==> config.mk <==
export PLATFORM = sky130hd
export DESIGN_NAME = id_ex_pipe
export DESIGN_NICKNAME = d
export VERILOG_FILES = /design/src/rtl/pipe_pkg.sv /design/src/rtl/hazard_detect.sv /design/src/rtl/id_ex_pipe.sv
export SDC_FILE = /design/constraint.sdc
export NUM_CORES = 1
export LEC_CHECK = 0
export CORE_MARGIN = 2
export CORE_UTILIZATION = 37
export CTS_BUF_LIST = sky130_fd_sc_hd__clkbuf_4 sky130_fd_sc_hd__clkbuf_8 sky130_fd_sc_hd__clkbuf_16
export CTS_CLUSTER_SIZE = 16
export DETAILED_ROUTE_END_ITERATION = 10
export PLACE_DENSITY = 0.84
export SLEW_MARGIN = 10
export SYNTH_ARGS = -nofsm -noshare
export SYNTH_HDL_FRONTEND = slang
export SYNTH_SLANG_ARGS = --single-unit
==> constraint.sdc <==
create_clock -name clk -period 3.4 [get_ports clk]
set_input_delay 0.51 -clock clk [delete_from_list [all_inputs] [get_ports clk]]
set_output_delay 0.51 -clock clk [all_outputs]
set_load 0.02 [all_outputs]
==> src/rtl/pipe_pkg.sv <==
// -----------------------------------------------------------------------------
// pipe_pkg
// Shared types and constants for the 5-stage MIPS pipeline registers.
//   ctrl_t      : decoded control bundle carried from ID into EX
//   OP_*        : opcode constants used by hazard detection
//   BUBBLE_CTRL : all-zero control word injected for a pipeline bubble
//   uses_rt()   : true for opcodes that read rt as a source operand
// -----------------------------------------------------------------------------
package pipe_pkg;

    typedef struct packed {
        logic       reg_write;
        logic       mem_read;
        logic       mem_write;
        logic       mem_to_reg;
        logic       alu_src;
        logic       reg_dst;
        logic [2:0] alu_op;
    } ctrl_t;

    localparam logic [5:0] OP_RTYPE = 6'b000000;
    localparam logic [5:0] OP_LW    = 6'b100011;
    localparam logic [5:0] OP_SW    = 6'b101011;
    localparam logic [5:0] OP_BEQ   = 6'b000100;

    localparam ctrl_t BUBBLE_CTRL = '0;

    // Loads and immediate ops write rt, so only these read it as a source.
    function automatic logic uses_rt(input logic [5:0] opc);
        return (opc == OP_RTYPE) || (opc == OP_SW) || (opc == OP_BEQ);
    endfunction

endpackage

==> src/rtl/hazard_detect.sv <==
// -----------------------------------------------------------------------------
// hazard_detect
// Purely combinational load-use comparator. Raises hazard when the EX slot
// holds a valid load whose non-zero destination rt is read by the valid
// instruction currently in decode.
// Ports:
//   ex_valid, ex_mem_read, ex_rt : load candidate currently in EX
//   id_valid, id_rs, id_rt, id_opc : consumer candidate currently in ID
//   hazard                       : raw load-use hazard (before flush masking)
// -----------------------------------------------------------------------------
module hazard_detect
    import pipe_pkg::*;
#(
    parameter int RW = 5
) (
    input  logic          ex_valid,
    input  logic          ex_mem_read,
    input  logic [RW-1:0] ex_rt,
    input  logic          id_valid,
    input  logic [RW-1:0] id_rs,
    input  logic [RW-1:0] id_rt,
    input  logic [5:0]    id_opc,
    output logic          hazard
);

    logic rs_match;
    logic rt_match;

    assign rs_match = (ex_rt == id_rs);
    assign rt_match = uses_rt(id_opc) && (ex_rt == id_rt);

    // A load into $0 produces nothing to wait for.
    assign hazard = ex_valid && ex_mem_read && (ex_rt != '0) && id_valid
                    && (rs_match || rt_match);

endmodule

==> src/rtl/id_ex_pipe.sv <==
// -----------------------------------------------------------------------------
// id_ex_pipe
// ID/EX pipeline register with load-use stall and branch-flush bubbling.
// Parameters: DW (datapath width), RW (register specifier width).
// Ports:
//   clk, rst                 : clock, synchronous active-high reset
//   id_valid, id_rs/rt/rd,
//   id_opc, id_rd1/rd2/imm,
//   id_ctrl                  : decoded instruction from ID
//   flush                    : taken branch/jump, discard decode slot
//   ex_*                     : registered copy for EX / forwarding unit
//   stall                    : combinational hold request for PC and IF/ID
//   stall_cnt, flush_cnt     : saturating event counters, present only when
//                              IDEX_STALL_CNT_EN is defined
// Optional feature macro: IDEX_STALL_CNT_EN
// -----------------------------------------------------------------------------
module id_ex_pipe
    import pipe_pkg::*;
#(
    parameter int DW = 32,
    parameter int RW = 5
) (
    input  logic          clk,
    input  logic          rst,
    input  logic          id_valid,
    input  logic [RW-1:0] id_rs,
    input  logic [RW-1:0] id_rt,
    input  logic [RW-1:0] id_rd,
    input  logic [5:0]    id_opc,
    input  logic [DW-1:0] id_rd1,
    input  logic [DW-1:0] id_rd2,
    input  logic [DW-1:0] id_imm,
    input  ctrl_t         id_ctrl,
    input  logic          flush,
    output logic          ex_valid,
    output logic [RW-1:0] ex_rs,
    output logic [RW-1:0] ex_rt,
    output logic [RW-1:0] ex_rd,
    output logic [5:0]    ex_opc,
    output logic [DW-1:0] ex_rd1,
    output logic [DW-1:0] ex_rd2,
    output logic [DW-1:0] ex_imm,
    output ctrl_t         ex_ctrl,
    output logic          stall
`ifdef IDEX_STALL_CNT_EN
    ,
    output logic [31:0]   stall_cnt,
    output logic [31:0]   flush_cnt
`endif
);

    logic          ex_valid_reg;
    logic [RW-1:0] ex_rs_reg;
    logic [RW-1:0] ex_rt_reg;
    logic [RW-1:0] ex_rd_reg;
    logic [5:0]    ex_opc_reg;
    logic [DW-1:0] ex_rd1_reg;
    logic [DW-1:0] ex_rd2_reg;
    logic [DW-1:0] ex_imm_reg;
    ctrl_t         ex_ctrl_reg;
    logic          hazard;
    logic          bubble;

    hazard_detect #(.RW(RW)) u_hazard (
        .ex_valid    (ex_valid_reg),
        .ex_mem_read (ex_ctrl_reg.mem_read),
        .ex_rt       (ex_rt_reg),
        .id_valid    (id_valid),
        .id_rs       (id_rs),
        .id_rt       (id_rt),
        .id_opc      (id_opc),
        .hazard      (hazard)
    );

    // A flushed decode slot is discarded anyway, so holding it would only
    // delay the fetch redirect.
    assign stall  = hazard && !flush;
    assign bubble = flush || stall;

    always_ff @(posedge clk) begin
        if (rst) begin
            ex_valid_reg <= 1'b0;
            ex_rs_reg    <= '0;
            ex_rt_reg    <= '0;
            ex_rd_reg    <= '0;
            ex_opc_reg   <= '0;
            ex_rd1_reg   <= '0;
            ex_rd2_reg   <= '0;
            ex_imm_reg   <= '0;
            ex_ctrl_reg  <= BUBBLE_CTRL;
        end else begin
            // Data fields load even for a bubble so the forwarding unit sees
            // stable specifiers; only valid and control are squashed.
            ex_rs_reg  <= id_rs;
            ex_rt_reg  <= id_rt;
            ex_rd_reg  <= id_rd;
            ex_opc_reg <= id_opc;
            ex_rd1_reg <= id_rd1;
            ex_rd2_reg <= id_rd2;
            ex_imm_reg <= id_imm;
            if (bubble) begin
                ex_valid_reg <= 1'b0;
                ex_ctrl_reg  <= BUBBLE_CTRL;
            end else begin
                ex_valid_reg <= id_valid;
                ex_ctrl_reg  <= id_ctrl;
            end
        end
    end

    assign ex_valid = ex_valid_reg;
    assign ex_rs    = ex_rs_reg;
    assign ex_rt    = ex_rt_reg;
    assign ex_rd    = ex_rd_reg;
    assign ex_opc   = ex_opc_reg;
    assign ex_rd1   = ex_rd1_reg;
    assign ex_rd2   = ex_rd2_reg;
    assign ex_imm   = ex_imm_reg;
    assign ex_ctrl  = ex_ctrl_reg;

`ifdef IDEX_STALL_CNT_EN
    logic [31:0] stall_cnt_reg;
    logic [31:0] flush_cnt_reg;

    always_ff @(posedge clk) begin
        if (rst) begin
            stall_cnt_reg <= '0;
            flush_cnt_reg <= '0;
        end else begin
            if (stall && (stall_cnt_reg != '1)) begin
                stall_cnt_reg <= stall_cnt_reg + 32'd1;
            end
            if (flush && (flush_cnt_reg != '1)) begin
                flush_cnt_reg <= flush_cnt_reg + 32'd1;
            end
        end
    end

    assign stall_cnt = stall_cnt_reg;
    assign flush_cnt = flush_cnt_reg;
`endif

endmodule
==> results of run 1 <==
[cell families (layout without fill, tap and decap cells)]
group	count (synthesis)	count (layout)	synth area share, %
compound gates	3	3	0.7803
xor+xnor	10	10	2.374
buf+inv	15	291	1.832
flops	127	127	68.93
other cells	0	1	0
simple gates	149	149	26.09
[power groups by stage]
stage               combinational [W]  sequential [W]  clock, W
floorplan                   0.0000840         0.00172         0
global placement             0.000497         0.00162         0
detailed placement           0.000509         0.00163         0
CTS                          0.000514         0.00160   0.00183
global route                 0.000534         0.00160   0.00190
finish                       0.000510         0.00159   0.00180
[final timing paths]
path	from	to	slack, ns	cells past startpoint
worst min-delay path	rst	ex_rd2[29]$_SDFF_PP0_	0.42	2
worst min register to register	ex_ctrl[7]$_SDFF_PP0_	ex_ctrl[1]$_SDFF_PP0_	0.99	4
worst max register to register	ex_rt[3]$_SDFF_PP0_	ex_ctrl[4]$_SDFF_PP0_	1.77	4
worst max-delay path	id_opc[1]	stall	0.21	6
[layout by cell type (no fill, tap or decap)]
cell,instances
clkdlybuf4s50_1,256
dfxtp_1,127
nor2b_1,117
clkbuf_16,16
nor3_2,10
nand2_1,10
xor2_1,6
clkbuf_8,5
xnor2_1,4
clkinvlp_4,4
buf_4,4
clkinv_2,3
bufinv_16,3
nand4_1,2
nor2_1,2
diode_2,1
or2_2,1
nor4_1,1
or4_1,1
o21ai_0,1
nand3_1,1
or4_4,1
and3_1,1
o21ai_4,1
a211oi_1,1
and4b_4,1
nor3_4,1
[through the flow]
| step | power (W) | std cells |
|---|---|---|
| 4_1_cts | 0.003938 | 713 |
| 3_3_place_gp | 0.002120 | 682 |
| 5_1_grt | 0.004036 | 714 |
| 6_report | 0.003905 | 714 |
| 3_5_place_dp | 0.002135 | 682 |
| 2_1_floorplan | 0.001807 | 304 |
[Yosys cell counts (2+ instances only)]
cell        n  share of area [%]
nor2b_1   117                 20
nor3_2     10                2.7
nand2_1    10                1.0
xnor2_1     4               0.95
nor2_1      2               0.20
xor2_1      6                1.4
clkbuf_1   13                1.3
nand4_1     2               0.34
dfxtp_1   127                 69
[metal layers]
| metal | vias up | global-route usage [%] | share of wire (%) |
|---|---|---|---|
| li1 | 1471 | - | - |
| met4 | 0 | 9.846 | 2.6 |
| met3 | 20 | 8.118 | 8.0 |
| met5 | - | 0 | 0 |
| met2 | 155 | 40.41 | 55 |
| met1 | 1410 | 19.40 | 35 |
[area by class of cell]
cell class                      instances  area [µm²]  share of cell area, %
Multi-Input combinational cell        162        1079                  15.44
Timing Repair Buffer                  260        2592                  37.11
Tap cell                              133       166.4                  2.382
Clock inverter                         10       135.1                  1.934
Antenna cell                            1       2.502                0.03582
Clock buffer                           21       469.2                  6.716
Sequential cell                       127        2542                  36.39
==> flow_summary.toml, run 1 <==
[run_status]
status = "finished clean"

[synthesis]
syn-num-nets = 434
netlist_instances = 304
async_reset_ff_share_pct = 0
synth_seq_cells = 127
synth.distinct_cells = 22
synth_edf_count = 0
ys.flop_type = "dfxtp_1"
yosysSeqAreaShare_pct = 68.93
netlist_area_um2 = 3689
postSynthAreaPerCell_um2 = 12.13
yosys_warnings = 0

[critical_path]
critPathKind = "in2out"
crit_slowest_cell = "clkdlybuf4s50_1"
critPathTopFamily = "buffers and inverters"
path_cells = "clkdlybuf4s50_1 > or4_1 > o21ai_0 > nand3_1 > a211oi_1 > clkdlybuf4s50_1"
worst_ep_arrival_time_ns = 2.68
cp-end-kind = "primary output"
path_max_fanout = 3
start_kind = "primary input"
cp.required_ns = 2.89
cp_num_buf_inv = 2
max_stage_delay_ns = 0.65
crit_path_frequent_cell = "clkdlybuf4s50_1"

[power]
p_leak_nw = 2.725
power.switching_w = 0.0008503
peakVddDrop_uv = 310.5
p_seq_share_pct = 40.8
intPower_w = 0.003054
pwr-share-clk_pct = 46.1
swShare_pct = 21.78
pwr-share-comb_pct = 13.1
p_per_area_nw_per_um2 = 558.9

[placed_design]
place.gp.congestion = 0.7760
hpwl_mm = 8.455
dpl_cell_area_um2 = 6380
place_ws_ns = 0.2949
io_buffer_count = 257

[floorplan]
rows = 36
coreArea_um2 = 9729
die_w_um = 103.8
start_util_pct = 37.91
die-area_um2 = 10780
ioPinCount = 258
die_h_um = 103.8

[clocking]
ctsResizeCount = 0
cts.sinks = 127
cts_buffer_depth = 2
cts_max_level = 4
cts_buffers = 17
hold_buffers = 0
clk_latency_ns = 0.51
cts-root-buf = "clkbuf_8"
cts_setup_buffers = 0
path_clk_slew_ns = 0.06
cts_tree = "built"

[detailed_routing]
drtAntennaViolNets = 0
vias = 3056
dr.pass1.iters = 4
wl_mm = 11.38
via_per_inst = 4.280
wl_per_cell_um = 15.94
post-route-drc-count = 0
first_iter_violations = 86

[cells_and_area]
final_util_pct = 71.81
area_growth_pct = 89.42
stdcell_area_um2 = 6987
fillCellCount = 683
nets = 698
layout-drive-gt1-share_pct = 8.621

[timing]
fin_ws_ns = 0.2082
setup_tns_ns = 0
fmax_ghz = 0.3133
drv_slew = 0
fin_crit_sh_pct = 93.88
finalSetupViolCount = 0
worst_hold_slack_ns = 0.4167
worst_pin_slew_ns = 0.6105
slew-limit-headroom_pct = 59.15
hold_viol_final = 0
rsz0062_at_grt = "false"
fin_crit_ns = 3.192
worst_clock_skew_ns = 0.005911

[run]
maxCapViolations = 0

[global_routing]
grt_pass1_wl_mm = 17.33
grt_pass1_vias = 3240
gr-usage-all-layers_pct = 21.12
antenna_found_initial = 1
grt.overflow.total = 0
grt_max_degree = 47

[min_path]
min_path_type = "in2reg"
(Power assumes the default switching activity.)
==> run 2: changes to the inputs <==
--- a/config.mk
+++ b/config.mk
@@ -5,12 +5,14 @@
 export SDC_FILE = /design/constraint.sdc
 export NUM_CORES = 1
 export LEC_CHECK = 0
+export CELL_PAD_IN_SITES_DETAIL_PLACEMENT = 1
+export CELL_PAD_IN_SITES_GLOBAL_PLACEMENT = 2
 export CORE_MARGIN = 2
-export CORE_UTILIZATION = 37
+export CORE_UTILIZATION = 21
 export CTS_BUF_LIST = sky130_fd_sc_hd__clkbuf_4 sky130_fd_sc_hd__clkbuf_8 sky130_fd_sc_hd__clkbuf_16
 export CTS_CLUSTER_SIZE = 16
 export DETAILED_ROUTE_END_ITERATION = 10
-export PLACE_DENSITY = 0.84
+export PLACE_DENSITY_LB_ADDON = 0.1
 export SLEW_MARGIN = 10
 export SYNTH_ARGS = -nofsm -noshare
 export SYNTH_HDL_FRONTEND = slang
==> flow_summary.toml, run 2 (synthesis gave the netlist of run 1 again) <==
[run_status]
status = "finished clean"

[cells_and_area]
antenna_cells = 0
final_common_cell = "clkdlybuf4s50_1"
layout-drive-gt1-share_pct = 8.146
layout_common_cells = "clkdlybuf4s50_1 (256), dfxtp_1 (127), nor2b_1 (117)"
fillCellCount = 1852
multi_input_area_um2 = 1079
seq_area_um2 = 2542
area_growth_pct = 91.69
final_util_pct = 41.02
nets = 698

[critical_path]
max_stage_delay_ns = 0.67
crit_slowest_cell = "clkdlybuf4s50_1"
worst_ep_arrival_time_ns = 2.70
path_max_fanout = 3
path_cells = "clkdlybuf4s50_1 > or4_1 > o21ai_0 > nand3_1 > a211oi_1 > clkdlybuf4s50_1"
critPathKind = "in2out"
crit_path_frequent_cell = "clkdlybuf4s50_1"
start_kind = "primary input"
cp.required_ns = 2.89
cp-end-kind = "primary output"

[clocking]
cts_buffer_depth = 2
cts_buffers = 17
hold_buffers = 0
cts_max_level = 4
clk_latency_ns = 0.41
path_clk_slew_ns = 0.05
cts.sinks = 127
cts_tree = "built"
cts_setup_buffers = 0
ctsResizeCount = 0
cts-root-buf = "clkbuf_16"

[global_routing]
grt_pass1_vias = 3050
grt.overflow.total = 0
gr-usage-all-layers_pct = 12.68
grt_max_degree = 63
grt_pass1_wl_mm = 17.15
antenna_found_initial = 1

[timing]
worst_pin_slew_ns = 0.6873
fmax_ghz = 0.3112
fin_crit_ns = 3.213
finalSetupViolCount = 0
hold_viol_final = 0
setup_tns_ns = 0
slew-limit-headroom_pct = 54.18
worst_clock_skew_ns = 0.006012
fin_crit_sh_pct = 94.50
drv_slew = 0
rsz0062_at_grt = "false"

[power]
peakVddDrop_uv = 338.7
p_leak_nw = 2.726
p_per_area_nw_per_um2 = 544.3

[detailed_routing]
wl_mm = 12.07
post-route-drc-count = 0
first_iter_violations = 68
vias = 3002
drtAntennaViolNets = 0
wl_per_cell_um = 15.05
dr.pass1.iters = 3
via_per_inst = 3.743

[min_path]
min_path_type = "in2reg"

[floorplan]
die_h_um = 136.5
die-area_um2 = 18640
coreArea_um2 = 17240
die_w_um = 136.5
rows = 48
ioPinCount = 258
start_util_pct = 21.40

[placed_design]
place.gp.congestion = 0.7196
hpwl_mm = 9.024
io_buffer_count = 257

[run]
maxCapViolations = 0
==> run 2: changes by cell type in the layout (fill, tap and decap cells not counted) <==
cell	change
diode_2	-1
buf_12	+1
clkinvlp_4	-4
buf_4	-1
bufinv_16	-1
clkinv_4	+1
clkbuf_4	+1
clkbuf_16	+1
clkinv_2	+1
clkbuf_8	-2
==> run 2: routing by layer <==
| metal | vias up | track usage [%] | wire, µm |
|---|---|---|---|
| li1 | 1464 | - | - |
| met1 | 1370 | 12.43 | 4501 |
| met2 | 155 | 21.22 | 5883 |
| met3 | 11 | 8.185 | 1527 |
| met4 | 2 | 5.208 | 147 |
| met5 | - | 0 | 13 |
==> run 2: per-stage QoR <==
stage | worst slack [ns] | std cells | hold slack [ns] | area (µm²) | total power, W
2_1_floorplan | 1.085 | 304 | 0.6382 | 3689 | 0.001807
3_3_place_gp | 0.1671 | 774 | 0.9905 | 6507 | 0.002133
3_5_place_dp | 0.1795 | 774 | 1.009 | 6507 | 0.002139
4_1_cts | 0.1491 | 802 | 0.6104 | 7071 | 0.003936
5_1_grt | 0.04291 | 802 | 0.6104 | 7071 | 0.004028
6_report | 0.1870 | 802 | 0.6151 | 7071 | 0.003848
==> run 2: power by group <==
group | internal, W | switching (W) | leakage [nW]
sequential | 0.00157 | 0.0000243 | 1.06
combinational | 0.000302 | 0.000205 | 1.38
clock | 0.00112 | 0.000625 | 0.284
==> run 2: final cells by class <==
type	instances	area share (%)
clock inverters	7	1.256
repair buffers	260	36.84
multi-input cells	162	15.25
flip-flops and latches	127	35.96
clock buffers	21	6.707
well taps	225	3.982
==> run 2: worst paths after layout <==
kind	slack (ns)	to	start	depth (start not counted)
worst min-delay path	0.62	ex_imm[2]$_SDFF_PP0_	rst	2
worst min register to register	1.01	ex_ctrl[5]$_SDFF_PP0_	ex_rt[4]$_SDFF_PP0_	4
worst max register to register	1.76	ex_ctrl[6]$_SDFF_PP0_	ex_rt[2]$_SDFF_PP0_	5
worst max-delay path	0.19	stall	id_opc[1]	6
==> run 2: worst max-delay path, delay by kind of cell <==
| family | cells | cell delay [ns] |
|---|---|---|
| compound gates | 2 | 0.44 |
| simple gates | 2 | 0.65 |
| buf+inv | 2 | 1.11 |
